===== src/rtl/hazard_ctrl_pkg.sv =====
// rtl/hazard_ctrl_pkg.sv - shared state/rule encodings and hazard priority helper for hazard_ctrl
// Statistics counters are built only with HAZARD_STATS_EN; STAT_W_DEF is their default width.
package hazard_ctrl_pkg;

  typedef enum logic [1:0] {
    ST_RUN    = 2'd0,
    ST_HALT   = 2'd1,
    ST_RESUME = 2'd2
  } state_t;

  // Per-cycle control rule actually applied to the pipeline
  typedef enum logic [2:0] {
    R_NONE   = 3'd0,
    R_HOLD   = 3'd1,
    R_BRANCH = 3'd2,
    R_STALL  = 3'd3,
    R_JUMP   = 3'd4
  } rule_t;

  localparam int STAT_W_DEF = 32;

  // A taken branch makes the ID instruction wrong-path, so it outranks load-use
  function automatic rule_t pick_hazard(input logic branch_taken,
                                        input logic load_use,
                                        input logic jump_id);
    if (branch_taken)  return R_BRANCH;
    else if (load_use) return R_STALL;
    else if (jump_id)  return R_JUMP;
    else               return R_NONE;
  endfunction

endpackage


===== src/rtl/hazard_ctrl_go_edge_detect.sv =====
// rtl/hazard_ctrl_go_edge_detect.sv - registered copy of go and its rising-edge pulse
module go_edge_detect (
  input  logic clk,
  input  logic rst,
  input  logic go,
  output logic rise
);

  logic go_q;

  always_ff @(posedge clk or posedge rst) begin
    if (rst) go_q <= 1'b0;
    else     go_q <= go;
  end

  assign rise = go & ~go_q;

endmodule


===== src/rtl/hazard_ctrl.sv =====
// rtl/hazard_ctrl.sv - pipeline sequencing controller: syscall halt/resume plus hazard priority decode
// Optional load-use/flush statistics counters enabled by HAZARD_STATS_EN.
module hazard_ctrl
  import hazard_ctrl_pkg::*;
#(
  parameter int STAT_W = STAT_W_DEF
) (
  input  logic              clk,
  input  logic              rst,
  input  logic              syscall_ex,
  input  logic              show,
  input  logic              go,
  input  logic              load_use,
  input  logic              branch_taken,
  input  logic              jump_id,
  output logic              pc_enable,
  output logic              ifid_enable,
  output logic              ifid_flush,
  output logic              idex_flush,
  output logic              halted,
  output logic [STAT_W-1:0] stall_cnt,
  output logic [STAT_W-1:0] flush_cnt
);

  state_t state, next_state;
  rule_t  rule;
  rule_t  hazard_rule;
  logic   go_rise;

  go_edge_detect u_go_edge (
    .clk  (clk),
    .rst  (rst),
    .go   (go),
    .rise (go_rise)
  );

  always_ff @(posedge clk or posedge rst) begin
    if (rst) state <= ST_RUN;
    else     state <= next_state;
  end

  assign hazard_rule = pick_hazard(branch_taken, load_use, jump_id);

  // RESUME ignores syscall_ex so the halting syscall can drain out of EX
  always_comb begin
    next_state = state;
    rule       = R_NONE;
    case (state)
      ST_RUN: begin
        if (syscall_ex && !show) begin
          rule       = R_HOLD;
          next_state = ST_HALT;
        end else begin
          rule = hazard_rule;
        end
      end
      ST_HALT: begin
        rule = R_HOLD;
        if (go_rise) next_state = ST_RESUME;
      end
      ST_RESUME: begin
        rule       = hazard_rule;
        next_state = ST_RUN;
      end
      default: begin
        rule       = R_HOLD;
        next_state = ST_RUN;
      end
    endcase
  end

  always_comb begin
    pc_enable   = 1'b1;
    ifid_enable = 1'b1;
    ifid_flush  = 1'b0;
    idex_flush  = 1'b0;
    case (rule)
      R_HOLD: begin
        pc_enable   = 1'b0;
        ifid_enable = 1'b0;
      end
      R_BRANCH: begin
        ifid_flush = 1'b1;
        idex_flush = 1'b1;
      end
      R_STALL: begin
        pc_enable   = 1'b0;
        ifid_enable = 1'b0;
        idex_flush  = 1'b1;
      end
      R_JUMP: begin
        ifid_flush = 1'b1;
      end
      default: ;
    endcase
  end

  assign halted = (state == ST_HALT);

`ifdef HAZARD_STATS_EN
  logic [STAT_W-1:0] stall_q;
  logic [STAT_W-1:0] flush_q;

  // HOLD is never counted, so both counters stay frozen while halted
  always_ff @(posedge clk or posedge rst) begin
    if (rst) begin
      stall_q <= '0;
      flush_q <= '0;
    end else begin
      if (rule == R_STALL)
        stall_q <= stall_q + STAT_W'(1);
      if (rule == R_BRANCH || rule == R_JUMP)
        flush_q <= flush_q + STAT_W'(1);
    end
  end

  assign stall_cnt = stall_q;
  assign flush_cnt = flush_q;
`else
  assign stall_cnt = '0;
  assign flush_cnt = '0;
`endif

endmodule


===== config.mk =====
export PLATFORM = sky130hd
export DESIGN_NAME = hazard_ctrl
export DESIGN_NICKNAME = d
export VERILOG_FILES = /design/src/rtl/hazard_ctrl_pkg.sv /design/src/rtl/hazard_ctrl_go_edge_detect.sv /design/src/rtl/hazard_ctrl.sv
export SDC_FILE = /design/constraint.sdc
export NUM_CORES = 1
export LEC_CHECK = 0
export CORE_AREA = 5 5 55 57
export CTS_BUF_LIST = sky130_fd_sc_hd__clkbuf_4
export CTS_CLUSTER_DIAMETER = 40
export CTS_CLUSTER_SIZE = 40
export DETAILED_ROUTE_END_ITERATION = 8
export DIE_AREA = 0 0 60 62
export GPL_TIMING_DRIVEN = 0
export PLACE_DENSITY = 0.85
export RECOVER_POWER = 50
export SYNTH_ARGS = -nofsm -noshare
export SYNTH_HDL_FRONTEND = slang
export SYNTH_HIERARCHICAL = 1
export SYNTH_SLANG_ARGS = --single-unit

===== constraint.sdc =====
create_clock -name clk -period 1.8 [get_ports clk]
set_clock_uncertainty 0.2 [all_clocks]
set_input_delay 0.36 -clock clk [delete_from_list [all_inputs] [get_ports clk]]
set_output_delay 0.36 -clock clk [all_outputs]
set_load 0.005 [all_outputs]

==> impl_metrics.csv <==
group,metric,value,unit
detailed_routing,drc_errors,0,
final_layout,post-route-util,45.6,%
logic_synthesis,synth_top_area_share,73.6,%
worst_setup_path,path_max_fanout,3,
final_layout,layout_commonest_cell,"buf_4",
worst_setup_path,end_kind,"primary output",
sta,rsz0062_at_grt,"yes",
worst_setup_path,path_class,"primary input to primary output",
die,fp.dieW,60,um
hold_path,worst_hold_path_type,"primary input to asynchronous set/reset pin",
logic_synthesis,synth-seq-cells,3,
clock_network,cts-root-buf,"clkbuf_4",
sta,finalCritPeriodShare,99.1,%
worst_setup_path,cp-start-kind,"primary input",
sta,layout_setup_ws,0.0161,ns
worst_setup_path,critical_path_arrival,1.22,ns
sta,whs,0.221,ns
global_routing,grt_pass1_vias,471,
detailed_routing,vias,539,
final_layout,area_growth,67.4,%
power,ir_worst_vdd,289,uV
sta,max_freq,0.561,GHz
logic_synthesis,yosys.area.top_type,"buf_4",
sta,period_needed,1.78,ns
placement,place_inst,189,
detailed_routing,first_pass_iters,3,
logic_synthesis,syn_inst,84,
logic_synthesis,yosysWarnings,6,
placement,gp_congestion,0.726,
global_routing,gr-total-overflow,0,
placement,io_buffer_count,12,
run_status,outcome,"finished clean",
logic_synthesis,avgSynthCellArea,7.89,um^2
sta,finalSetupViolations,0,
clock_network,numCtsBuffers,3,
final_layout,layout-drive-gt1-share,48.2,%
final_layout,finalNetCount,175,
final_layout,fin_cells,196,
detailed_routing,drt-initial-drc-count,4,
detailed_routing,postRouteAntennaNets,0,
die,die-area,3720,um^2
die,initial_core_util,27.3,%
clock_network,insertion_delay,0.24,ns
clock_network,hold_buffers,0,
detailed_routing,wirelength,1410,um
clock_network,cts_tree,"done",
power,p_leak,0.743,nW
die,die_y,62,um
placement,place_hpwl,1260,um
run,cap_violations,0,
global_routing,grt_max_degree,6,
final_layout,mostFrequentLayoutCells,"buf_4 (67), conb_1 (64), dlygate4sd2_1 (5)",
sta,hold_viol_final,0,
logic_synthesis,syn-cell-area,663,um^2
global_routing,grt_pass1_wl,1940,um
global_routing,antenna_found_initial,0,
worst_setup_path,rr_startpoint,"state[0]$_DFFE_PP0P_",
power,p_per_area,434,nW/um^2
die,rows,18,
logic_synthesis,synth_area_leaders,"buf_4 (74%), dfrtp_1 (11%), a211oi_1 (2.3%)",
clock_network,clockBufferDepth,2,
final_layout,diodes,0,
detailed_routing,viasPerCell,2.75,
global_routing,grt_usage,7.04,%
clock_network,clkSlewWorstSetupHoldPaths,0.04,ns
placement,pre_cts_slack,-0.671,ns
clock_network,cts_sinks,3,
logic_synthesis,ys_types,15,
detailed_routing,avgRoutedWirePerCell,7.21,um
clock_network,cts_htree_levels,1,
die,num_io_pins,77,
worst_setup_path,required,1.24,ns
die,coreArea,2430,um^2
sta,drv_slew,0,
worst_setup_path,critical_path.startpoint,"syscall_ex",
logic_synthesis,ys_seq_area_share,11.3,%
sta,tns,0,ns
routing by layer:
metal / GRT usage [%] / part of all wire (%)
met5: 0 / 0
met4: 2.85 / 0.78
met3: 4.75 / 16
met2: 11.7 / 50
met1: 6.90 / 33
cells by family (layout without fill, tap and decap cells):
kind of cell / count (synthesis) / in the layout / share of synthesized area (%)
flops: 3 / 3 / 11.3
compound gates: 3 / 3 / 3.02
buf+inv: 68 / 87 / 75.3
other cells: 1 / 64 / 0.565
simple gates: 9 / 9 / 9.81
layout make-up:
class                      instances  area (um^2)
buffer                            65          488
tap                               30         37.5
inverter                           3         11.3
multi-input combinational         76          342
sequential                         3         75.1
timing repair buffer              15          126
fill                             241         1320
clock buffer                       4         30.0
worst max-delay path: stages:
cell and delay, ns:
dlygate4sd2_1 0.24, nor3b_4 0.16, buf_4 0.13, a211oi_1 0.18
buf_2 0.15
flip-flops by register name (all words and copies together), names as in the netlist:
register and flops:
state 2, u_go_edge/go_q 1
cells in the mapped netlist:
cell type	instances
a211oi_1	2
a21oi_1	1
and2_1	1
buf_4	65
conb_1	1
dfrtp_1	3
inv_1	3
nand2b_1	1
nor2_1	1
nor2b_1	1
nor2b_4	1
nor3_1	1
nor3b_1	1
or2b_1	1
or3b_1	1
power breakdown:
| part | switching [mW] | internal, mW | total (mW) |
|---|---|---|---|
| Combinational | 0.0976 | 0.160 | 0.257 |
| Sequential | 0.00670 | 0.0766 | 0.0833 |
| Clock | 0.0428 | 0.0986 | 0.141 |
metrics by stage:
stage,instance area (um^2),power [mW]
6_report,1110,0.482
3_5_place_dp,1060,0.328
5_1_grt,1110,0.524
4_1_cts,1110,0.480
2_1_floorplan,900,0.255
3_3_place_gp,1060,0.326
worst paths after layout:
path,to,slack (ns),cells past startpoint
max,ifid_flush,0.02,5
max reg2reg,state[0]$_DFFE_PP0P_,0.51,3
min reg2reg,state[1]$_DFFE_PP0P_,0.38,2
min in group clk,state[1]$_DFFE_PP0P_,0.38,2
min,u_go_edge/go_q$_DFF_PP0_,0.22,2
max in group asynchronous,state[1]$_DFFE_PP0P_,1.05,2
repair_timing:
action | 4_1_cts | 5_1_grt
pin swaps | 2 | 0
buffers inserted | 3 | 0
setup endpoints to repair | 5 | 4
resized for setup | 21 | 4
gates cloned | 0 | 0
Note: power is estimated with default switching activity, not from simulation.
